## src/rtl/led_matrix_pkg.sv

```systemverilog
// -----------------------------------------------------------------------------
// led_matrix_pkg
// Shared definitions for the LED matrix scan decoder and the matrix driver:
// matrix geometry, the scan decoder FSM state type, the frame type and a small
// helper that counts how many row selects are active (low).
// -----------------------------------------------------------------------------
package led_matrix_pkg;

  localparam int ROWS = 8;
  localparam int COLS = 8;

  typedef enum logic [1:0] {
    IDLE   = 2'd0,  // no row selected
    SETTLE = 2'd1,  // a row is selected, waiting for the inputs to stabilise
    HELD   = 2'd2   // this dwell has already been captured (or rejected)
  } scan_state_e;

  // frame[i][j] is row i, column j.
  typedef logic [ROWS-1:0][COLS-1:0] frame_t;

  // Number of active-low row selects that are asserted.
  function automatic logic [3:0] count_low(input logic [ROWS-1:0] rows);
    logic [3:0] n;
    n = '0;
    for (int i = 0; i < ROWS; i++) begin
      n = n + {3'b000, ~rows[i]};
    end
    return n;
  endfunction

endpackage

```

## src/rtl/led_matrix_scan_decoder_if.sv

```systemverilog
// -----------------------------------------------------------------------------
// led_matrix_scan_decoder_if
// Bundles the scanned matrix pins and the decoded frame outputs.
//   row_sink     : active-low row select (bit i low selects row i)
//   red_driver   : active-high red column data for the selected row
//   green_driver : active-high green column data for the selected row
//   red_array    : last complete red frame, [row][column]
//   green_array  : last complete green frame, [row][column]
//   frame_done   : one-cycle pulse when both arrays update
//   row_err      : one-cycle pulse when a stable sample selects several rows
// Modports: master = the side driving the matrix pins, slave = the decoder.
// -----------------------------------------------------------------------------
interface led_matrix_scan_decoder_if;
  import led_matrix_pkg::*;

  logic [ROWS-1:0] row_sink;
  logic [COLS-1:0] red_driver;
  logic [COLS-1:0] green_driver;
  frame_t          red_array;
  frame_t          green_array;
  logic            frame_done;
  logic            row_err;

  modport master (
    output row_sink, red_driver, green_driver,
    input  red_array, green_array, frame_done, row_err
  );

  modport slave (
    input  row_sink, red_driver, green_driver,
    output red_array, green_array, frame_done, row_err
  );

endinterface

```

## src/rtl/led_scan_sync.sv

```systemverilog
// -----------------------------------------------------------------------------
// led_scan_sync
// Two-flop synchronizer for a bus of asynchronous matrix pins.
//   clk   : destination clock
//   reset : asynchronous active-high reset, clears both flop stages
//   d_i   : asynchronous input bus
//   q_o   : synchronized output bus (two clock edges of latency)
// -----------------------------------------------------------------------------
module led_scan_sync #(
  parameter int WIDTH = 24
) (
  input  logic             clk,
  input  logic             reset,
  input  logic [WIDTH-1:0] d_i,
  output logic [WIDTH-1:0] q_o
);

  logic [WIDTH-1:0] meta_q;
  logic [WIDTH-1:0] sync_q;

  // NOTE: non-blocking assignments make both stages sample their pre-edge
  // values, so the data really passes through two flops rather than one.
  always_ff @(posedge clk or posedge reset) begin
    if (reset) begin
      meta_q <= '0;
      sync_q <= '0;
    end else begin
      meta_q <= d_i;
      sync_q <= meta_q;
    end
  end

  assign q_o = sync_q;

endmodule

```

## src/rtl/led_matrix_scan_decoder.sv

```systemverilog
// -----------------------------------------------------------------------------
// led_matrix_scan_decoder
// Reconstructs red/green frames from a row-scanned LED matrix. Pins are
// synchronized, a row is captured into a shadow frame once its pins have been
// stable long enough, and the shadow is published when all rows have been seen.
//   clk   : sole clock, rising edge
//   reset : asynchronous active-high reset
//   bus   : slave side of led_matrix_scan_decoder_if (pins in, frames out)
// Parameter STABLE_CYCLES (2..255): identical consecutive samples needed
// before a row is captured.
// -----------------------------------------------------------------------------
module led_matrix_scan_decoder
  import led_matrix_pkg::*;
#(
  parameter int STABLE_CYCLES = 4
) (
  input logic                      clk,
  input logic                      reset,
  led_matrix_scan_decoder_if.slave bus
);

  localparam int         SW      = ROWS + 2 * COLS;
  localparam logic [7:0] CNT_MAX = 8'(STABLE_CYCLES - 1);
  // Counter value from which the next stable edge reaches CNT_MAX.
  localparam logic [7:0] CNT_ARM = 8'(STABLE_CYCLES - 2);

  logic [SW-1:0]   pins;
  logic [SW-1:0]   sample;
  logic [SW-1:0]   prev_q;
  logic [ROWS-1:0] row_s;
  logic [COLS-1:0] red_s;
  logic [COLS-1:0] green_s;

  scan_state_e     state_q, state_d;
  logic [7:0]      cnt_q, cnt_d;
  logic [ROWS-1:0] mask_q, mask_d;
  frame_t          shadow_red_q, shadow_red_d;
  frame_t          shadow_green_q, shadow_green_d;
  frame_t          red_arr_q, red_arr_d;
  frame_t          green_arr_q, green_arr_d;
  logic            frame_done_q, frame_done_d;
  logic            row_err_q, row_err_d;

  logic            changed;
  logic            row_idle;
  logic            capture;

  assign pins = {bus.row_sink, bus.red_driver, bus.green_driver};

  led_scan_sync #(.WIDTH(SW)) u_sync (
    .clk  (clk),
    .reset(reset),
    .d_i  (pins),
    .q_o  (sample)
  );

  assign row_s   = sample[SW-1 -: ROWS];
  assign red_s   = sample[2*COLS-1 -: COLS];
  assign green_s = sample[COLS-1:0];

  assign changed  = (sample != prev_q);
  assign row_idle = &row_s;
  // Capture on the edge where the stability counter reaches CNT_MAX; once
  // saturated it stays there, so a long dwell never re-arms the capture.
  assign capture  = (state_q == SETTLE) && !changed && !row_idle && (cnt_q == CNT_ARM);

  // NOTE: every variable gets its default first so no path leaves one
  // unassigned, which would otherwise infer a latch.
  always_comb begin
    state_d        = state_q;
    cnt_d          = cnt_q;
    mask_d         = mask_q;
    shadow_red_d   = shadow_red_q;
    shadow_green_d = shadow_green_q;
    red_arr_d      = red_arr_q;
    green_arr_d    = green_arr_q;
    frame_done_d   = 1'b0;
    row_err_d      = 1'b0;

    if (changed) begin
      cnt_d = '0;
    end else if (cnt_q != CNT_MAX) begin
      cnt_d = cnt_q + 8'd1;
    end

    unique case (state_q)
      IDLE:    if (!row_idle) state_d = SETTLE;
      SETTLE:  if (row_idle) state_d = IDLE;
               else if (capture) state_d = HELD;
      HELD:    if (changed) state_d = row_idle ? IDLE : SETTLE;
      default: state_d = IDLE;
    endcase

    if (capture) begin
      if (count_low(row_s) == 4'd1) begin
        for (int r = 0; r < ROWS; r++) begin
          if (!row_s[r]) begin
            shadow_red_d[r]   = red_s;
            shadow_green_d[r] = green_s;
          end
        end
        mask_d = mask_q | ~row_s;
        // Publish on the same edge, including the row just written.
        if (&mask_d) begin
          red_arr_d    = shadow_red_d;
          green_arr_d  = shadow_green_d;
          mask_d       = '0;
          frame_done_d = 1'b1;
        end
      end else begin
        row_err_d = 1'b1;
      end
    end
  end

  // NOTE: the shadow rows are reset along with everything else so a reset
  // can never leave stale rows that leak into the next published frame.
  always_ff @(posedge clk or posedge reset) begin
    if (reset) begin
      prev_q         <= '0;
      state_q        <= IDLE;
      cnt_q          <= '0;
      mask_q         <= '0;
      shadow_red_q   <= '0;
      shadow_green_q <= '0;
      red_arr_q      <= '0;
      green_arr_q    <= '0;
      frame_done_q   <= 1'b0;
      row_err_q      <= 1'b0;
    end else begin
      prev_q         <= sample;
      state_q        <= state_d;
      cnt_q          <= cnt_d;
      mask_q         <= mask_d;
      shadow_red_q   <= shadow_red_d;
      shadow_green_q <= shadow_green_d;
      red_arr_q      <= red_arr_d;
      green_arr_q    <= green_arr_d;
      frame_done_q   <= frame_done_d;
      row_err_q      <= row_err_d;
    end
  end

  assign bus.red_array   = red_arr_q;
  assign bus.green_array = green_arr_q;
  assign bus.frame_done  = frame_done_q;
  assign bus.row_err     = row_err_q;

endmodule

```

## src/flat_wrapper.sv

```systemverilog
// flat-port wrapper written by rule: the top's interface ports become plain ports
module led_matrix_scan_decoder_flat import led_matrix_pkg::*;
#(
  parameter int STABLE_CYCLES = 4
)
  (clk, reset, bus_row_sink, bus_red_driver, bus_green_driver, bus_red_array, bus_green_array, bus_frame_done, bus_row_err);
  led_matrix_scan_decoder_if bus_i ();
  input logic clk;
  input logic reset;
  input wire logic [$bits(bus_i.row_sink)-1:0] bus_row_sink;
  input wire logic [$bits(bus_i.red_driver)-1:0] bus_red_driver;
  input wire logic [$bits(bus_i.green_driver)-1:0] bus_green_driver;
  output wire logic [$bits(bus_i.red_array)-1:0] bus_red_array;
  output wire logic [$bits(bus_i.green_array)-1:0] bus_green_array;
  output wire logic [$bits(bus_i.frame_done)-1:0] bus_frame_done;
  output wire logic [$bits(bus_i.row_err)-1:0] bus_row_err;
  assign bus_i.row_sink = bus_row_sink;
  assign bus_i.red_driver = bus_red_driver;
  assign bus_i.green_driver = bus_green_driver;
  assign bus_red_array = bus_i.red_array;
  assign bus_green_array = bus_i.green_array;
  assign bus_frame_done = bus_i.frame_done;
  assign bus_row_err = bus_i.row_err;
  led_matrix_scan_decoder #(.STABLE_CYCLES(STABLE_CYCLES)) u_core (.clk(clk), .reset(reset), .bus(bus_i));
endmodule
```

## config.mk

```make
export PLATFORM = sky130hd
export DESIGN_NAME = led_matrix_scan_decoder_flat
export DESIGN_NICKNAME = d
export VERILOG_FILES = /design/src/rtl/led_matrix_pkg.sv /design/src/rtl/led_matrix_scan_decoder_if.sv /design/src/rtl/led_scan_sync.sv /design/src/rtl/led_matrix_scan_decoder.sv /design/src/flat_wrapper.sv
export SDC_FILE = /design/constraint.sdc
export NUM_CORES = 1
export LEC_CHECK = 0
export BUFFER_PORTS_ARGS = -buffer_cell sky130_fd_sc_hd__buf_2
export CORE_UTILIZATION = 40
export DETAILED_ROUTE_END_ITERATION = 12
export GPL_TIMING_DRIVEN = 0
export MAX_ROUTING_LAYER = met4
export REMOVE_ABC_BUFFERS = 1
export SYNTH_ARGS = -nofsm -noshare
export SYNTH_HDL_FRONTEND = slang
export SYNTH_SLANG_ARGS = --single-unit
```

## constraint.sdc

```tcl
create_clock -name clk -period 13.98 [get_ports clk]
set_clock_uncertainty 0.05 [all_clocks]
set_input_delay 0.699 -clock clk [delete_from_list [all_inputs] [get_ports clk]]
set_output_delay 0.699 -clock clk [all_outputs]
set_load 0.02 [all_outputs]
```

==> results of run 1 <==
## power by group
| group | switching, mW | internal, mW | total, mW |
|---|---|---|---|
| Combinational | 0.0348 | 0.0349 | 0.0697 |
| Clock | 0.414 | 0.651 | 1.07 |
| Sequential | 0.0305 | 1.02 | 1.05 |
| Total | 0.480 | 1.70 | 2.18 |
## how the worst max path moves through the flow
| stage | cells past startpoint | slack [ns] | start | end |
|---|---|---|---|---|
| 2_1_floorplan | 12 | 1.31 | u_core.u_sync.q_o[16] | u_core.bus.green_array[0] |
| 3_3_place_gp | 12 | -4.97 | u_core.u_sync.q_o[16] | u_core.bus.green_array[11] |
| 3_5_place_dp | 17 | 6.34 | u_core.u_sync.q_o[16] | u_core.bus.red_array[9] |
| 4_1_cts | 17 | 6.33 | u_core.u_sync.q_o[16] | u_core.bus.green_array[63] |
| 5_1_grt | 16 | 6.36 | u_core.u_sync.q_o[23] | u_core.bus.green_array[55] |
| 6_report | 16 | 6.69 | u_core.u_sync.q_o[23] | u_core.bus.green_array[63] |
## Yosys cell counts (all sizes together) (3+ instances only)
| library cell | instances | share of area |
|---|---|---|
| clkbuf | 42 | 0.011 |
| or2 | 3 | 0.0013 |
| o22ai | 5 | 0.0021 |
| nor4 | 16 | 0.016 |
| ha | 6 | 0.0051 |
| nand2 | 4 | 0.0010 |
| nor2 | 10 | 0.0025 |
| buf | 33 | 0.023 |
| o21ba | 8 | 0.0054 |
| fa | 4 | 0.0054 |
| inv | 16 | 0.0041 |
| nand3 | 6 | 0.0024 |
| xor2 | 28 | 0.017 |
| mux2 | 384 | 0.31 |
| dfrtp | 348 | 0.59 |
## sequential cells by signal, indices dropped and copies added (netlist names)
| signal | count |
|---|---|
| u_core.cnt_q | 8 |
| u_core.mask_q | 8 |
| u_core.u_sync.q_o | 24 |
| u_core.shadow_green_q | 64 |
| u_core.bus.red_array | 64 |
| u_core.bus.green_array | 64 |
| u_core.shadow_red_q | 64 |
| u_core.u_sync.meta_q | 24 |
| u_core.bus.frame_done | 1 |
| u_core.prev_q | 24 |
| u_core.bus.row_err | 1 |
| u_core.state_q | 2 |
## metal layers
layer,global-route usage,up-vias
met2,0.278,131
met4,0.0582,0
met1,0.252,4124
li1,-,3603
met5,-,-
met3,0.0328,50
## stage by stage
step | instances | worst slack, ns | util | hold slack, ns | power [mW]
after floorplan | 861 | 1.31 | - | 0.281 | 1.11
after global placement | 1484 | -4.97 | 0.429 | 0.281 | 1.14
after detailed placement | 1515 | 6.34 | 0.442 | 0.285 | 1.14
after CTS | 1586 | 6.33 | 0.478 | 0.101 | 2.22
after global routing | 1586 | 6.36 | 0.479 | 0.133 | 2.26
final | 1586 | 6.69 | 0.479 | 0.110 | 2.18
## area by class of cell
type | instances | area, um2
repair buffers | 186 | 1200
flip-flops and latches | 348 | 8710
fillers | 3127 | 19000
multi-input cells | 497 | 5560
inverters | 16 | 67.6
clock inverters | 12 | 146
well taps | 468 | 586
clock buffers | 59 | 1200
## cell families (layout without fill, tap and decap cells)
family / after synthesis / in the layout / share of synthesized area
and+or+nand+nor: 53 / 53 / 0.0302
DFF: 348 / 348 / 0.588
buffers and inverters: 91 / 273 / 0.0377
adders and majority gates: 10 / 10 / 0.0105
xor gates and xnor gates: 30 / 30 / 0.0177
muxes: 384 / 384 / 0.305
AOI/OAI and AO/OA: 20 / 20 / 0.0108
## critical path, stage by stage, from the launching register on
cell and delay [ns]:
dfrtp_1 1.25, inv_1 0.22, fa_1 0.55, fa_1 0.49
inv_1 0.05, fa_1 0.40, fa_1 0.40, or3b_2 0.45
o22ai_1 0.17, or4b_1 0.84, nor4_4 0.89, buf_6 0.30
buf_6 0.20, buf_6 0.20, buf_8 0.17, buf_8 0.16
mux2_2 0.34
==> metrics.md, run 1 <==
| Metric | Value |
|---|---|
| Grt total ovfl | 0 |
| Top_reg_cell synth | dfrtp_1 |
| GRT Overall Usage | 0.184 |
| First-pass GRT wire length | 51300 um |
| R2r startpoint | u_core.u_sync.q_o[23] |
| Routed len/inst | 20.4 um |
| Nets | 1125 |
| Cells after Synth | 936 |
| Post_cts resized | 0 |
| Outcome | complete, no violations |
| CP Capture Type | flop |
| Starting density of the core | 0.406 |
| Commonest non-fill, non-tap cell in the layout | dfrtp_1 |
| Met3 WL | ~1200 um |
| TritonCTS clock tree | yes |
| Die height | 194 um |
| R2r setup slk | 6.69 ns |
| DRT antenna net count | 0 |
| # diodes | 0 |
| Placed cell area | 0.0161 mm2 |
| Final period util | 0.521 |
| FF-to-FF End | u_core.bus.green_array[63] |
| Pwr dens | ~120 mW/mm2 |
| # port buffers | roughly 160 |
| Slew margin rel. | 0.0278 |
| Clock slew at reported path FFs | 0.06 ns |
| Final hold vios | 0 |
| Max layer used | met4 |
| Placeable Area | 0.0365 mm2 |
| Tmin final | about 7.3 ns |
| Worst Path Arrival | roughly 7.7 ns |
| Post-synth ARST share | 1.00 |
| Postcts setup bufs | 0 |
| Reg2Reg Depth | 16 |
| Hold Path Class | input pin to async pin |
| Clock sink total | between 300 and 400 |
| Post-Route WL | around 32000 um |
| Die footprint | 0.0378 mm2 |
| RSZ-0062 raised after global routing | false |
| Static Leak | slightly below 9 nW |
| Rows | 70 |
| Worst-Margin Slew | 1.46 ns |
| Endpoints failing setup | 0 |
| Die X-Extent | roughly 190 um |
| Syn-to-layout area delta | 18.0% |
| Pins Over Slew Limit | 0 |
| CTS max path bufs | 3 |
| Setup tns final | 0 ns |
| Startpoint Class | flop |
| Number of synthesized flops with an enable pin | 0 |
| DRT Pass-1 Iters | 4 |
| Met2 wire len | about 15000 um |
| Avg Cell Area, Syn | 15.8 um2 |
| Clk_lat worst skew | 0.55 ns |
| M1 WL | 15500 um |
| DR DRC count | 0 |
| Crit Path Class | flop to flop |
| Worst vdd ir | 0.0000724 V |
| Synthesis Warnings | 0 |
| H-tree levels | 2 |
| Final HPWL DP | 20000 um |
| Library cells used by synthesis | between 40 and 50 |
| Initial antenna violation count | 0 |
| Via density | 4.99 |
| CTS Root Cell | clkbuf_16 |
| Vias in the first global route | roughly 8500 |
| Final non-filler cell area | 0.0175 mm2 |
| Ratio of cells with drive above 1 in the final layout | 0.558 |
| DR iter-0 viols | 326 |
| Largest net degree at the start of global routing | 116 |
| Synth Cell Area | ~0.015 mm2 |
| Max-Cap Viols | 0 |
| Most frequent cells in the layout | 343 x dfrtp_1, 290 x mux2_2, 155 x buf_2 |
| F_max | between 100 and 150 MHz |
| FF+latch count, synth | ~350 |
| Required @ worst endpoint | about 14 ns |
| Total CTS buffers | 40 |
| I/O pins | 156 |
| RePlAce Congestion | 0.716 |
| Max FO, Critical Path | 21 |
| Sequential fraction of the synthesis area | 0.588 |
| Post-cts hold buffer count | 0 |
| Via count | between 7000 and 8000 |
Note: power is estimated with default switching activity, not from simulation.
==> inputs of run 2 (changes only) <==
==> constraint.sdc (replaced) <==
create_clock -name clk -period 6.95 [get_ports clk]
set_clock_uncertainty 0.05 [all_clocks]
set_input_delay 0.3475 -clock clk [delete_from_list [all_inputs] [get_ports clk]]
set_output_delay 0.3475 -clock clk [all_outputs]
set_load 0.02 [all_outputs]
==> run 2 against run 1 <==
Hold slack improved by 0.19 ns. Sequential power increased by 100%. Clock power grew 100%. Power rose by 100%. Routed wire length rose by 0.77%. Critical path depth is 1 higher. Largest cell class unchanged. Register-to-register slack got worse by 6.3 ns. Fmax increased by 12%. Design area increased by 1.5%. Largest power group unchanged. Die area unchanged. Via count up 0.99%. Core utilization rose by 0.73 points.
==> metrics.md, run 2 (synthesized netlist as in run 1, its figures left out) <==
| Metric | Value |
|---|---|
| Outcome | complete, no violations |
| Pint | 3.44 mW (+100%) |
| Critical path's top delay family | adder cells |
| Crit Path Class | flop to flop |
| Starting density of the core | 0.406 (unchanged) |
| Via density | 4.95 (-0.70%) |
| CP Capture Type | flop |
| Via count | 7986 (+0.99%) |
| Worst Path Arrival | 6.89 ns (-0.77 ns) |
| Initial antenna violation count | 0 (unchanged) |
| Register share of total power | 0.479 (about the same) |
| Rows | 70 (unchanged) |
| Switching power share of the total | 0.219 (-0.000702) |
| Setup crit end | u_core.bus.green_array[63] |
| Die height | 194 um (unchanged) |
| Die footprint | 0.0378 mm2 (unchanged) |
| Hold Path Class | flop to flop |
| Nets | 1152 (+2.4%) |
| # port buffers | 155 (unchanged) |
| GRT Overall Usage | 0.185 (+0.00145) |
| Final HPWL DP | 20000 um (unchanged) |
| Required @ worst endpoint | 7.32 ns (-7.03 ns) |
| RePlAce Congestion | 0.716 (unchanged) |
| First-pass GRT wire length | 51700 um (+0.79%) |
| Commonest non-fill, non-tap cell in the layout | dfrtp_1 |
| I/O pins | 156 (unchanged) |
| Final hold vios | 0 (unchanged) |
| Vias in the first global route | 8539 (+1.1%) |
| DR DRC count | 0 (unchanged) |
| Largest net degree at the start of global routing | 116 (unchanged) |
| R2r setup slk | 0.42 ns (-6.27 ns) |
| H-tree levels | 2 (unchanged) |
| Grt total ovfl | 0 (unchanged) |
| Max-Cap Viols | 0 (unchanged) |
| TritonCTS clock tree | yes |
| Comb power frac | 0.034 (+0.002) |
| Pins Over Slew Limit | 0 (unchanged) |
| Worst setup startpoint | u_core.u_sync.q_o[17] |
| R2r startpoint | u_core.u_sync.q_o[17] |
| Worst vdd ir | 0.000147 V (+100%) |
| Setup tns final | 0 ns (unchanged) |
| Ratio of cells with drive above 1 in the final layout | 0.548 (-0.0105) |
| Clk_lat worst skew | 0.55 ns (about the same) |
| Syn-to-layout area delta | 19.7% |
| Critical Path Max Stage Delay | 0.89 ns (-0.36 ns) |
| CTS Root Cell | clkbuf_16 |
| Crit path buf inv count | 7 (unchanged) |
| Critical-path cell list | inv_1 -> ha_1 -> fa_1 -> fa_1 -> inv_1 -> fa_1 -> fa_1 -> or3b_2 -> o22ai_1 -> or4b_1 -> nor4_4 -> buf_6 -> buf_6 -> buf_6 -> buf_8 -> buf_8 -> mux2_2 |
| DRT antenna net count | 0 (unchanged) |
| Slowest CP cell | dfrtp_2 |
| Post-Route WL | 32600 um (+0.77%) |
| RSZ-0062 raised after global routing | false |
| Final period util | 0.939 (+0.418) |
| Min Hold Slack | 0.296 ns (+0.186 ns) |
| Pwr dens | 248 mW/mm2 (+98%) |
| Tmin final | 6.53 ns (-0.763 ns) |
| Dpl ws | -0.693 ns (-7.03 ns) |
| Core Util, Final | 0.486 (+0.00730) |
| Clock sink total | 348 (unchanged) |
| Routed len/inst | 20.2 um (-0.92%) |
| FF-to-FF End | u_core.bus.green_array[63] |
| Startpoint Class | flop |
| F_max | 153 MHz (+12%) |
| Worst-Margin Slew | 1.44 ns (-0.0178 ns) |
| Most frequent cells in the layout | 342 x dfrtp_1, 290 x mux2_2, 155 x buf_2 |
| # diodes | 0 (unchanged) |
| Static Leak | 9.05 nW (+1.3%) |
| Reg2Reg Depth | 17 (+1) |
| Endpoints failing setup | 0 (unchanged) |
| DRT Pass-1 Iters | 4 (unchanged) |
| Slew margin rel. | 0.0397 (+0.0119) |
| NetSw | 0.963 mW (+100%) |
| Power share of the clock group | 0.486 (-0.002) |
| Placeable Area | 0.0365 mm2 (unchanged) |
| Total CTS buffers | 40 (unchanged) |
| Final setup margin | 0.424 ns (-6.27 ns) |
| Most used cell, CP | fa_1 |
| Die X-Extent | 194 um (unchanged) |
| Max FO, Critical Path | 21 (unchanged) |
| CTS max path bufs | 3 (unchanged) |
| DR iter-0 viols | 333 (+2.1%) |
| Clock slew at reported path FFs | 0.06 ns (about the same) |
| Crit. path cell count | 17 (+1) |
==> run 2: worst min-delay path by stage <==
| stage | from | to | slack, ns | cells past startpoint |
|---|---|---|---|---|
| 2_1_floorplan | u_core.u_sync.meta_q[0] | u_core.u_sync.q_o[0] | 0.28 | 0 |
| 3_3_place_gp | u_core.u_sync.meta_q[4] | u_core.u_sync.q_o[4] | 0.28 | 0 |
| 3_5_place_dp | u_core.u_sync.meta_q[16] | u_core.u_sync.q_o[16] | 0.28 | 0 |
| 4_1_cts | reset | u_core.bus.green_array[21] | 0.30 | 3 |
| 5_1_grt | u_core.u_sync.meta_q[9] | u_core.u_sync.q_o[9] | 0.30 | 0 |
| 6_report | u_core.u_sync.meta_q[16] | u_core.u_sync.q_o[16] | 0.30 | 0 |
==> run 2: cell type report <==
class	instances	area, um2
timing repair buffer	213	1470
tap	468	586
clock inverter	12	146
inverter	16	67.6
fill	3106	18800
sequential	348	8720
multi-input combinational	497	5560
clock buffer	59	1200
==> run 2: power groups by stage <==
| stage | logic [mW] | registers, mW | clock network [mW] |
|---|---|---|---|
| after floorplan | 0.105 | 2.12 | 0 |
| after global placement | 0.137 | 2.15 | 0 |
| after detailed placement | 0.145 | 2.15 | 0 |
| after CTS | 0.156 | 2.11 | 2.21 |
| after global routing | 0.171 | 2.11 | 2.28 |
| final | 0.151 | 2.11 | 2.14 |
==> run 2: what timing repair did <==
action,4_1_cts,5_1_grt
buffers inserted,2,0
endpoints found under the setup margin,99,0
resized for setup,4,0
hold buffers,25,0
endpoints found under the hold margin,71,0
==> run 2: layer usage <==
layer  vias up  part of all wire  track usage
met5         -                 0            -
met4         0             0.021       0.0576
met3        52             0.039       0.0330
met2       137              0.47        0.281
met1      4143              0.47        0.253
li1       3654                 -            -
==> run 2: metrics by stage <==
stage	area, um2	std cells	power (mW)
finish	17700	1613	4.40
global route	17700	1613	4.57
CTS	17700	1613	4.48
detailed placement	16100	1515	2.29
global placement	15700	1484	2.28
floorplan	14300	861	2.22
==> run 2: worst register-to-register path: cells and delay by family, from the launching register on <==
kind / cells / cell delay, ns
simple gates: 3 / 1.67
buf+inv: 7 / 1.21
compound gates: 1 / 0.17
fa+ha+maj: 5 / 2.07
flops: 1 / 0.89
mux: 1 / 0.34
